$ cat config.mk
export PLATFORM = sky130hd
export DESIGN_NAME = imm_encoder_flat
export DESIGN_NICKNAME = d
export VERILOG_FILES = /design/src/rtl/imm_encoder_if.sv /design/src/rtl/imm_encoder.sv /design/src/flat_wrapper.sv
export SDC_FILE = /design/constraint.sdc
export NUM_CORES = 1
export LEC_CHECK = 0
export CAP_MARGIN = 20
export CORE_MARGIN = 5
export CORE_UTILIZATION = 65
export CTS_BUF_LIST = sky130_fd_sc_hd__clkbuf_4 sky130_fd_sc_hd__clkbuf_8
export CTS_CLUSTER_SIZE = 20
export DETAILED_ROUTE_END_ITERATION = 8
export DONT_BUFFER_PORTS = 1
export PLACE_DENSITY = 0.88
export SETUP_SLACK_MARGIN = 0.15
export SLEW_MARGIN = 15
export SYNTH_ARGS = -nofsm -noshare
export SYNTH_HDL_FRONTEND = slang
export SYNTH_SLANG_ARGS = --single-unit
$ cat constraint.sdc
create_clock -name i_clk -period 7 [get_ports i_clk]
set_clock_uncertainty 0.05 [all_clocks]
set_input_delay 1.05 -clock i_clk [delete_from_list [all_inputs] [get_ports i_clk]]
set_output_delay 1.05 -clock i_clk [all_outputs]
set_load 0.005 [all_outputs]
$ cat src/rtl/imm_encoder_if.sv
// Request/response bundle of the immediate encoder: opcode/value request in,
// 8-bit immediate field beats out, each side with its own valid/ready pair.
interface imm_encoder_if #(
    parameter int ERR_W = 8
);
    logic             i_valid;
    logic             o_ready;
    logic [3:0]       i_opcode;
    logic [15:0]      i_value;
    logic             o_valid;
    logic             i_ready;
    logic [7:0]       o_immField;
    logic             o_fits;
    logic             o_part;
    logic [ERR_W-1:0] o_errCount;

    modport master (
        output i_valid, i_opcode, i_value, i_ready,
        input  o_ready, o_valid, o_immField, o_fits, o_part, o_errCount
    );

    modport slave (
        input  i_valid, i_opcode, i_value, i_ready,
        output o_ready, o_valid, o_immField, o_fits, o_part, o_errCount
    );
endinterface

$ cat src/rtl/imm_encoder.sv
// Inverse immediate generator: picks the opcode's immediate format, checks that
// the value round-trips, and emits the field through a one-deep output stage.
module imm_encoder #(
    parameter int ERR_W = 8
) (
    input  logic        i_clk,
    input  logic        i_rst,
    imm_encoder_if.slave bus
);

    typedef enum logic [1:0] {
        ST_IDLE = 2'd0,
        ST_ONE  = 2'd1,
        ST_HI   = 2'd2,
        ST_LO   = 2'd3
    } state_t;

    state_t             state_r;
    state_t             state_next_s;
    logic               ready_s;
    logic               accept_s;

    logic               do6_s;
    logic               do8_s;
    logic               sh_s;
    logic [15:0]        pre_s;
    logic [3:0]         msb_s;
    logic signed [15:0] top_s;
    logic [7:0]         field_s;
    logic               fits_s;
    logic               split_s;

    logic [7:0]         field_r;
    logic               fits_r;
    logic               part_r;
    logic [7:0]         lo_byte_r;
    logic [ERR_W-1:0]   err_cnt_r;

    // A value is representable when everything above the field's sign bit is sign copy.
    function automatic logic all_same(input logic [15:0] x);
        return (x == 16'h0000) || (x == 16'hFFFF);
    endfunction

    // Format decode, fit check and truncated field for the current request.
    always_comb begin
        do6_s   = ~bus.i_opcode[3] & ~bus.i_opcode[1];
        do8_s   = ~bus.i_opcode[2] & bus.i_opcode[1] & ~bus.i_opcode[0];
        sh_s    = ~bus.i_opcode[3];
        pre_s   = sh_s ? {bus.i_value[15], bus.i_value[15:1]} : bus.i_value;
        msb_s   = 4'd4;
        field_s = {3'b000, pre_s[4:0]};
        if (do8_s) begin
            msb_s   = 4'd7;
            field_s = pre_s[7:0];
        end else if (do6_s) begin
            msb_s   = 4'd5;
            field_s = {2'b00, pre_s[5:0]};
        end else begin
            msb_s   = 4'd4;
            field_s = {3'b000, pre_s[4:0]};
        end
        top_s   = $signed(pre_s) >>> msb_s;
        fits_s  = (~sh_s | ~bus.i_value[0]) & all_same(top_s);
        split_s = (bus.i_opcode == 4'b1010) & ~fits_s;
    end

    // Handshake and next-state logic; the high beat of a split blocks new requests.
    always_comb begin
        state_next_s = state_r;
        ready_s      = 1'b0;
        accept_s     = 1'b0;
        case (state_r)
            ST_IDLE: ready_s = 1'b1;
            ST_ONE:  ready_s = bus.i_ready;
            ST_LO:   ready_s = bus.i_ready;
            ST_HI:   ready_s = 1'b0;
            default: ready_s = 1'b0;
        endcase
        accept_s = bus.i_valid & ready_s;
        case (state_r)
            ST_IDLE: begin
                if (accept_s) begin
                    state_next_s = split_s ? ST_HI : ST_ONE;
                end else begin
                    state_next_s = ST_IDLE;
                end
            end
            ST_ONE, ST_LO: begin
                if (accept_s) begin
                    state_next_s = split_s ? ST_HI : ST_ONE;
                end else if (bus.i_ready) begin
                    state_next_s = ST_IDLE;
                end else begin
                    state_next_s = state_r;
                end
            end
            ST_HI: begin
                if (bus.i_ready) begin
                    state_next_s = ST_LO;
                end else begin
                    state_next_s = ST_HI;
                end
            end
            default: state_next_s = ST_IDLE;
        endcase
    end

    // State register.
    always_ff @(posedge i_clk) begin
        if (i_rst) begin
            state_r <= ST_IDLE;
        end else begin
            state_r <= state_next_s;
        end
    end

    // Output beat registers, pending low byte and saturating misfit counter.
    always_ff @(posedge i_clk) begin
        if (i_rst) begin
            field_r   <= 8'h00;
            fits_r    <= 1'b0;
            part_r    <= 1'b0;
            lo_byte_r <= 8'h00;
            err_cnt_r <= {ERR_W{1'b0}};
        end else begin
            if (accept_s) begin
                if (split_s) begin
                    field_r   <= bus.i_value[15:8];
                    fits_r    <= 1'b1;
                    part_r    <= 1'b1;
                    lo_byte_r <= bus.i_value[7:0];
                end else begin
                    field_r <= field_s;
                    fits_r  <= fits_s;
                    part_r  <= 1'b0;
                end
            end else if ((state_r == ST_HI) && bus.i_ready) begin
                field_r <= lo_byte_r;
                fits_r  <= 1'b1;
                part_r  <= 1'b0;
            end
            if (accept_s && !fits_s && !split_s && (err_cnt_r != {ERR_W{1'b1}})) begin
                err_cnt_r <= err_cnt_r + {{(ERR_W-1){1'b0}}, 1'b1};
            end
        end
    end

    assign bus.o_ready    = ready_s;
    assign bus.o_valid    = (state_r != ST_IDLE);
    assign bus.o_immField = field_r;
    assign bus.o_fits     = fits_r;
    assign bus.o_part     = part_r;
    assign bus.o_errCount = err_cnt_r;

endmodule

$ cat src/flat_wrapper.sv
// flat-port wrapper written by rule: the top's interface ports become plain ports
module imm_encoder_flat 
#(
    parameter int ERR_W = 8
)
  (i_clk, i_rst, bus_i_valid, bus_i_opcode, bus_i_value, bus_i_ready, bus_o_ready, bus_o_valid, bus_o_immField, bus_o_fits, bus_o_part, bus_o_errCount);
  imm_encoder_if #(.ERR_W(ERR_W)) bus_i ();
  input  logic i_clk;
  input  logic i_rst;
  input wire logic [$bits(bus_i.i_valid)-1:0] bus_i_valid;
  input wire logic [$bits(bus_i.i_opcode)-1:0] bus_i_opcode;
  input wire logic [$bits(bus_i.i_value)-1:0] bus_i_value;
  input wire logic [$bits(bus_i.i_ready)-1:0] bus_i_ready;
  output wire logic [$bits(bus_i.o_ready)-1:0] bus_o_ready;
  output wire logic [$bits(bus_i.o_valid)-1:0] bus_o_valid;
  output wire logic [$bits(bus_i.o_immField)-1:0] bus_o_immField;
  output wire logic [$bits(bus_i.o_fits)-1:0] bus_o_fits;
  output wire logic [$bits(bus_i.o_part)-1:0] bus_o_part;
  output wire logic [$bits(bus_i.o_errCount)-1:0] bus_o_errCount;
  assign bus_i.i_valid = bus_i_valid;
  assign bus_i.i_opcode = bus_i_opcode;
  assign bus_i.i_value = bus_i_value;
  assign bus_i.i_ready = bus_i_ready;
  assign bus_o_ready = bus_i.o_ready;
  assign bus_o_valid = bus_i.o_valid;
  assign bus_o_immField = bus_i.o_immField;
  assign bus_o_fits = bus_i.o_fits;
  assign bus_o_part = bus_i.o_part;
  assign bus_o_errCount = bus_i.o_errCount;
  imm_encoder #(.ERR_W(ERR_W)) u_core (.i_clk(i_clk), .i_rst(i_rst), .bus(bus_i));
endmodule
==> results of run 1 <==
registers in the layout, summed over array words and instances (netlist names):
name                   count
u_core.bus.o_errCount      8
u_core.bus.o_immField      8
u_core.lo_byte_r           8
u_core.state_r             2
u_core.bus.o_fits          1
u_core.bus.o_part          1
worst paths after layout:
check	startpoint	to	slack [ns]	cells past startpoint
setup / recovery	bus_i_opcode[2]	u_core.state_r[1]	3.49	9
hold / removal	u_core.bus.o_immField[7]	u_core.bus.o_immField[7]	0.46	2
setup reg to reg	u_core.state_r[0]	u_core.state_r[1]	4.51	7
hold reg to reg	u_core.bus.o_immField[7]	u_core.bus.o_immField[7]	0.46	2
worst min-delay path: stages, from the launching register on:
cell	delay [ns]
dfxtp_1	0.36
nand2_1	0.07
a21oi_1	0.06
synthesized netlist by cell type (2+ instances only):
cell type and instances:
nor2_1 37, dfxtp_1 28, a21oi_1 23, mux2i_1 20, nand2_1 19, clkbuf_1 11, nand3_1 11, o21ai_0 11
buf_2 6, inv_1 6, o31ai_1 6, nor4_1 5, or4_1 5, a311oi_1 4, a211oi_1 3, a22oi_1 3
nor3_1 3, o211ai_1 3, o22ai_1 3, or3_1 3, and3_1 2, buf_4 2, clkbuf_2 2, mux2_1 2
nand4_1 2, nor3b_2 2, o21ai_1 2, or2_2 2, or3b_1 2
cell families (layout without fill, tap and decap cells):
family,after synthesis,in the layout,synth area share (%)
AOI/OAI and AO/OA,75,75,26.1
buffers and inverters,29,11,6.89
DFF,28,28,28.8
adders and majority gates,1,1,0.643
and+or+nand+nor,99,99,25.5
muxes,23,23,12.0
power groups by stage:
| stage | sequential (mW) | combinational [mW] | clock (mW) |
|---|---|---|---|
| after detailed placement | 0.177 | 0.0536 | 0 |
| after global routing | 0.174 | 0.0619 | 0.0728 |
| after CTS | 0.173 | 0.0540 | 0.0663 |
| final | 0.173 | 0.0542 | 0.0619 |
| after floorplan | 0.175 | 0.0562 | 0 |
| after global placement | 0.177 | 0.0527 | 0 |
layout make-up:
class / count / area, um2
Inverter: 6 / 22.5
Sequential cell: 28 / 561
Fill cell: 227 / 896
Tap cell: 31 / 38.8
Timing Repair Buffer: 2 / 15.0
Clock buffer: 3 / 22.5
Multi-Input combinational cell: 198 / 1250
through the flow:
stage	cell area, um2	hold slack, ns
after floorplan	1940	0.398
after global placement	1890	0.427
after detailed placement	1890	0.438
after CTS	1910	0.468
after global routing	1910	0.487
final	1910	0.461
layout by cell type (no fill, tap or decap), drive strengths merged, types with 2 or more instances in the layout:
master / n
or4: 5
mux2: 3
nor3b: 3
or2: 2
a21oi: 23
a311oi: 5
o21ai: 13
inv: 6
clkbuf: 3
nor4: 5
nor3: 4
nand3: 11
buf: 2
o31ai: 6
mux2i: 20
nand2: 19
a211oi: 4
o211ai: 3
or3b: 3
and3: 2
a22oi: 3
nor2: 37
or3: 3
dfxtp: 28
o22ai: 3
nand4: 2
routing by layer:
layer / track usage [%] / share of wire, % / vias up
met5: 0 / 0 / -
met4: 9.76 / 2.6 / 0
met3: 7.25 / 8.5 / 16
met2: 36.5 / 46 / 77
met1: 30.2 / 43 / 858
li1: - / - / 910
==> impl_metrics.json, run 1 <==
{
  "yosys_warnings": 0,
  "dpl.cell_count": 265,
  "outcome": "finished, final reports clean",
  "place.gp.congestion": 0.878,
  "fp.dieH_um": 64.7,
  "cts_tree": "yes",
  "core_um2": 2810,
  "drive_gt1_share_pct": 6.33,
  "initial_utilization_pct": 69.3,
  "tns_ns": 0,
  "firstDrtPassIters": 4,
  "final_util_pct": 68.1,
  "num_io_pins": 44,
  "die_w_um": 64.7,
  "syn_avg_cell_area_um2": 7.62,
  "rsz0062_at_grt": "no",
  "row_count": 19,
  "p_int_mw": 0.211,
  "wl_per_cell_um": 17.5,
  "p_per_area_nw_per_um2": 152,
  "cp_max_fo": 13,
  "yosysSeqAreaShare_pct": 28.8,
  "areaGrowthSynthToFinish_pct": -1.80,
  "crit_required_ns": 7.19,
  "seqPwrFrac_pct": 59.9,
  "cts.sinks": 28,
  "cp-start-kind": "primary input",
  "io_buffers": 0,
  "p_leak_nw": 0.642,
  "slew_headroom_pct": 50.5,
  "pre_cts_ws_ns": 3.17,
  "grt_max_degree": 40,
  "clock_power_share_pct": 21.4,
  "cts_max_level": 1,
  "dp_hpwl_um": 3420,
  "cap_violations": 0,
  "max_stage_delay_ns": 0.59,
  "hold_violations": 0,
  "synthTopCellsByArea": "dfxtp_1 29%, mux2i_1 10%, nor2_1 7.1%, a21oi_1 5.9%, nand2_1 3.7%",
  "p_comb_share_pct": 18.7,
  "p_sw_share_pct": 27.1,
  "p_total_mw": 0.289,
  "period_needed_ns": 3.51,
  "clk_pin_slew_ns": 0.13,
  "fin_nets": 264,
  "grt_pass1_vias": 1669,
  "synthArstFlopShare_pct": 0,
  "cts_root_buf": "clkbuf_4",
  "grtUsageTotal_pct": 23.5,
  "peakVddDrop_uv": 117,
  "drtIter0Drc": 153,
  "worstSetupPathType": "primary input to flop",
  "synthCells": 255,
  "critPathCaptureType": "flop",
  "post-cts-setup-buffer-count": 0,
  "switchingPower_mw": 0.0783,
  "worst_pin_slew_ns": 0.738,
  "setup_viol": 0,
  "diodes": 0,
  "cts_resized": 0,
  "drv_slew": 0,
  "via_count": 1861,
  "min_path_type": "flop to flop",
  "clock_latency_ns": 0.32,
  "slowest_stage": "nor3b_2",
  "path_buf_inv": 1,
  "setup_ws_ns": 3.49,
  "period_share_pct": 50.2,
  "cts_buffers": 3,
  "synth_edf_count": 0,
  "synth_cell_types": 56,
  "clockBufferDepth": 2,
  "die-area_um2": 4190,
  "antenna_found_initial": 0,
  "syn_nets": 280,
  "overflow": 0,
  "routed_wl_um": 4680,
  "arrival_ns": 3.71,
  "yosys.area.top_type": "dfxtp_1",
  "yosys.area.top_type_share_pct": 28.8,
  "stdcell_count": 268,
  "worstPathCellList": "nor3b_2, and3_1, a311oi_2, o2111ai_1, nand4_1, nor2_1, buf_4, mux2i_1, a211oi_1",
  "vias_per_cell": 6.94,
  "holdBufCountCts": 0,
  "crit_family": "simple AND/OR/NAND/NOR gates",
  "fmax_ghz": 0.285,
  "drt_drc_violations_left": 0,
  "ys.flop_type": "dfxtp_1",
  "grt_pass1_wl_um": 7990,
  "netlist_area_um2": 1940,
  "yosys_register_bits": 28,
  "ant_nets": 0
}
Note: power is estimated with default switching activity, not from simulation.
==> run 2: changes to the inputs <==
Settings changed: CORE_UTILIZATION 65 to 59, PLACE_DENSITY 0.88 to 0.85.
Clock period 7 ns to 3.13 ns, I/O delays scaled along.
==> run 2 against run 1 <==
Die area up 8.6%. Power rose by 140%. Flip-flop and latch count did not move. Critical path depth did not move. First-iteration DRC count increased by 3.9%. Sequential power rose by 120%. Largest power group unchanged. Critical path type unchanged. Largest cell class unchanged. Global-route usage shrank 1.4 points. Clock power grew to 2.8 times the previous value. Worst setup slack worse by 3.0 ns.
==> impl_metrics.json, run 2 (synthesized netlist as in run 1, its figures left out) <==
{
  "min_path_type": "primary input to flop",
  "p_int_mw": 0.503,
  "grtUsageTotal_pct": 22.1,
  "fmax_ghz": 0.376,
  "period_needed_ns": 2.66,
  "via_count": 1840,
  "overflow": 0,
  "rrSetupSlack_ns": 0.88,
  "post-cts-setup-buffer-count": 0,
  "seqPwrFrac_pct": 56.4,
  "grt_max_degree": 40,
  "cap_violations": 0,
  "die_w_um": 67.4,
  "p_sw_share_pct": 26.9,
  "slowest_stage": "nor3b_2",
  "crit_family": "simple AND/OR/NAND/NOR gates",
  "path_buf_inv": 0,
  "final_util_pct": 63.9,
  "arrival_ns": 2.85,
  "p_per_area_nw_per_um2": 347,
  "clockBufferDepth": 2,
  "firstDrtPassIters": 7,
  "final_cell_mix": "37 x nor2_1, 28 x dfxtp_1, 23 x a21oi_1",
  "cts_resized": 0,
  "diodes": 0,
  "ant_nets": 0,
  "placed_area_um2": 1950,
  "cp_max_fo": 13,
  "dpl.cell_count": 282,
  "min_path_cells": 1,
  "tns_ns": 0,
  "cts_max_level": 1,
  "crit_required_ns": 3.31,
  "cts_tree": "yes",
  "postLayoutCellArea_um2": 1980,
  "clock_latency_ns": 0.33,
  "max_stage_delay_ns": 0.57,
  "clk_pin_slew_ns": 0.14,
  "min_from": "i_rst",
  "rsz0062_at_grt": "no",
  "cts_root_buf": "clkbuf_4",
  "p_comb_share_pct": 18.5,
  "fp.dieH_um": 67.4,
  "grt_pass1_wl_um": 7870,
  "wl_per_cell_um": 16.4,
  "fin_nets": 268,
  "rr_worst_depth": 8,
  "row_count": 20,
  "drive_gt1_share_pct": 9.09,
  "r2r-start": "u_core.state_r[0]",
  "place.gp.congestion": 0.939,
  "worstSetupPathType": "primary input to flop",
  "period_share_pct": 85.1,
  "areaGrowthSynthToFinish_pct": 1.93,
  "grt_pass1_vias": 1642,
  "p_leak_nw": 0.671,
  "critPathCaptureType": "flop",
  "vias_per_cell": 6.43,
  "rr_endpoint": "u_core.bus.o_immField[1]",
  "io_buffers": 0,
  "drt_drc_violations_left": 0,
  "fillers": 279,
  "clock_power_share_pct": 25.2,
  "switchingPower_mw": 0.185,
  "peakVddDrop_uv": 308,
  "antenna_found_initial": 0,
  "hold_violations": 0,
  "worstPathCellList": "nor3b_2, and3_1, a311oi_2, a31o_1, a2111o_1, nand4_1, mux2_1, a221oi_2, nor3_2",
  "drtIter0Drc": 159,
  "die-area_um2": 4540,
  "cts_buffers": 3,
  "num_io_pins": 44,
  "drv_slew": 0,
  "dp_hpwl_um": 3410,
  "worstHoldEndpoint": "u_core.bus.o_immField[7]",
  "stdcell_count": 286,
  "core_um2": 3100,
  "outcome": "finished, final reports clean",
  "setup_viol": 0,
  "worst_pin_slew_ns": 0.732,
  "cts.sinks": 28,
  "initial_utilization_pct": 62.7,
  "holdBufCountCts": 0,
  "p_total_mw": 0.688,
  "slew_headroom_pct": 50.9,
  "mostFrequentLayoutCell": "nor2_1",
  "routed_wl_um": 4700,
  "cp-start-kind": "primary input"
}
[run 2: cell count changes in the layout (fill, tap and decap cells not counted)]
cell,delta
buf_4,+4
a221oi_2,+1
clkbuf_8,+1
a221oi_1,-1
a311oi_2,+1
a311oi_1,-1
[run 2: area by class of cell]
type,instances,area (um2),area share [%]
repair buffers,6,45.0,2.27
multi-input cells,198,1260,63.7
inverters,6,22.5,1.14
flip-flops and latches,28,561,28.3
clock buffers,4,36.3,1.83
well taps,44,55.1,2.78
[run 2: worst max-delay path by stage]
stage          slack (ns)             from  cells past startpoint                  endpoint
5_1_grt              0.28  bus_i_opcode[2]                     10  u_core.bus.o_immField[1]
2_1_floorplan        0.21  bus_i_value[12]                     11  u_core.bus.o_immField[5]
6_report             0.47  bus_i_opcode[2]                      9  u_core.bus.o_immField[5]
4_1_cts              0.49  bus_i_opcode[2]                      9  u_core.bus.o_immField[5]
3_3_place_gp         0.18  bus_i_opcode[2]                      9  u_core.bus.o_immField[5]
3_5_place_dp         0.12  bus_i_opcode[2]                      9  u_core.bus.o_immField[5]
[run 2: power groups by stage]
stage	combinational, mW	sequential (mW)	clock (mW)
6_report	0.127	0.388	0.173
5_1_grt	0.143	0.391	0.195
4_1_cts	0.127	0.388	0.176
3_5_place_dp	0.126	0.396	0
3_3_place_gp	0.124	0.396	0
2_1_floorplan	0.128	0.391	0
[run 2: layer usage]
layer / wire [um] / vias up / part of all wire, % / track usage (%)
met2: 2180 / 60 / 46 / 34.7
met5: 0 / - / 0 / 0
met1: 2080 / 858 / 44 / 30.3
met4: 16 / 0 / 0.34 / 3.04
li1: - / 920 / - / -
met3: 417 / 2 / 8.9 / 6.99
[run 2: worst reg2reg max path, cell delays in order, from the launching register on]
cell and delay (ns):
dfxtp_1 0.41, or2_2 0.36, nand2_1 0.11, nand2_1 0.07, buf_4 0.19, nor2_1 0.37, buf_4 0.28, nand2_1 0.07
a311oi_1 0.25
[run 2: per-stage QoR]
stage / setup slack (ns) / hold WS (ns)
finish: 0.467 / 0.137
global placement: 0.179 / 0.424
detailed placement: 0.123 / 0.435
CTS: 0.487 / 0.130
global route: 0.277 / 0.0972
floorplan: 0.210 / 0.398
==> run 3: changes to the inputs <==
Settings changed: CORE_MARGIN 5 to not set.
==> run 3 against run 2 <==
Clock-buffer cell count unchanged. Utilization up 0.84 points. Combinational power increased by 3%. Critical path type unchanged. Critical endpoint is now u_core.bus.o_errCount[7].
==> impl_metrics.json, run 3 (synthesized netlist as in run 1, its figures left out) <==
{
  "cts_max_level": 1,
  "grt_max_degree": 40,
  "clk_pin_slew_ns": 0.16,
  "period_share_pct": 86.2,
  "cts_buffers": 3,
  "worstPathCellList": "or3b_1, nor2_1, or4_1, a31o_1, a2111o_1, a21oi_1, o22a_2, nor4_1, mux2_1",
  "postLayoutCellArea_um2": 1990,
  "seqPwrFrac_pct": 55.2,
  "firstDrtPassIters": 4,
  "holdBufCountCts": 0,
  "period_needed_ns": 2.70,
  "p_sw_share_pct": 28.1,
  "switchingPower_mw": 0.197,
  "arrival_ns": 2.90,
  "grtUsageTotal_pct": 28.5,
  "slew_headroom_pct": 75.0,
  "cap_violations": 0,
  "routed_wl_um": 4810,
  "cts_root_buf": "clkbuf_4",
  "grt_pass1_vias": 1648,
  "outcome": "finished, final reports clean",
  "fillers": 262,
  "p_comb_share_pct": 18.7,
  "dp_hpwl_um": 3420,
  "tns_ns": 0,
  "path_buf_inv": 0,
  "die_w_um": 59.4,
  "drive_gt1_share_pct": 9.88,
  "antenna_found_initial": 0,
  "diodes": 0,
  "p_total_mw": 0.703,
  "hold_violations": 0,
  "place.gp.congestion": 0.907,
  "min_path_type": "primary input to flop",
  "fin_nets": 269,
  "grt_pass1_wl_um": 7730,
  "cts.sinks": 28,
  "cp-start-kind": "primary input",
  "max_stage_delay_ns": 0.48,
  "pre_cts_ws_ns": 0.0675,
  "vias_per_cell": 6.58,
  "fp.dieH_um": 59.4,
  "ant_nets": 0,
  "worstSetupPathType": "primary input to flop",
  "die-area_um2": 3530,
  "rr_worst_depth": 8,
  "wl_per_cell_um": 16.8,
  "clock_power_share_pct": 26.1,
  "clock_latency_ns": 0.34,
  "p_int_mw": 0.505,
  "via_count": 1888,
  "final_cell_mix": "36 x nor2_1, 28 x dfxtp_1, 23 x a21oi_1",
  "row_count": 20,
  "mostFrequentLayoutCell": "nor2_1",
  "hold_ws_ns": 0.118,
  "setup_ws_ns": 0.432,
  "core_um2": 3080,
  "placed_area_um2": 1950,
  "crit_required_ns": 3.33,
  "areaGrowthSynthToFinish_pct": 2.45,
  "drtIter0Drc": 135,
  "overflow": 0,
  "peakVddDrop_uv": 215,
  "critPathCaptureType": "flop",
  "fmax_ghz": 0.371,
  "rsz0062_at_grt": "no",
  "critical_path_depth": 9,
  "cp_max_fo": 20,
  "num_io_pins": 44,
  "setup_viol": 0,
  "cts_tree": "yes",
  "crit_family": "compound AO/OA/AOI/OAI gates",
  "io_buffers": 0,
  "p_per_area_nw_per_um2": 353,
  "p_leak_nw": 0.676,
  "worst_pin_slew_ns": 0.366,
  "slowest_stage": "or4_1",
  "drt_drc_violations_left": 0,
  "initial_utilization_pct": 63.2,
  "drv_slew": 0,
  "clockBufferDepth": 2,
  "min_path_cells": 1
}
-- run 3: cell count changes in the layout (fill, tap and decap cells not counted) --
cell / before / now
buf_4: 6 / 7
nor2_2: 0 / 1
nor2_1: 37 / 36
o21ai_1: 3 / 2
o21ai_0: 10 / 11
-- run 3: power by group through the flow --
stage / Clock, mW / Sequential [mW] / Combinational, mW
2_1_floorplan: 0 / 0.391 / 0.128
3_3_place_gp: 0 / 0.395 / 0.126
3_5_place_dp: 0 / 0.396 / 0.128
4_1_cts: 0.181 / 0.388 / 0.129
5_1_grt: 0.197 / 0.390 / 0.144
6_report: 0.184 / 0.388 / 0.131
-- run 3: metrics by stage --
stage / std cells / util, %
2_1_floorplan: 255 / -
3_3_place_gp: 283 / 63.5
3_5_place_dp: 283 / 63.5
4_1_cts: 287 / 64.6
5_1_grt: 287 / 64.7
6_report: 287 / 64.7
-- run 3: area by class of cell --
| class | count | area [um2] | area share [%] |
|---|---|---|---|
| sequential | 28 | 561 | 28.1 |
| tap | 44 | 55.1 | 2.76 |
| inverter | 6 | 22.5 | 1.13 |
| timing repair buffer | 7 | 52.6 | 2.64 |
| multi-input combinational | 198 | 1260 | 63.5 |
| clock buffer | 4 | 36.3 | 1.82 |
-- run 3: metal layers --
layer / vias up / track usage [%] / wire (um)
met4: 0 / 4.42 / 14
met1: 882 / 38.6 / 2090
met5: - / 0 / 0
li1: 926 / - / -
met2: 77 / 46.1 / 2250
met3: 3 / 7.42 / 457
-- run 3: timing repair --
| item | 4_1_cts | 5_1_grt |
|---|---|---|
| setup buffers | 0 | 0 |
| gates resized for setup | 0 | 1 |
| setup endpoints to repair | 0 | 1 |
-- run 3: final timing paths --
check	start	slack [ns]	to
setup reg to reg	u_core.state_r[0]	0.90	u_core.bus.o_immField[3]
hold reg to reg	u_core.bus.o_immField[7]	0.43	u_core.bus.o_immField[7]
hold / removal	i_rst	0.12	u_core.bus.o_errCount[6]
setup / recovery	bus_i_opcode[1]	0.43	u_core.bus.o_errCount[7]
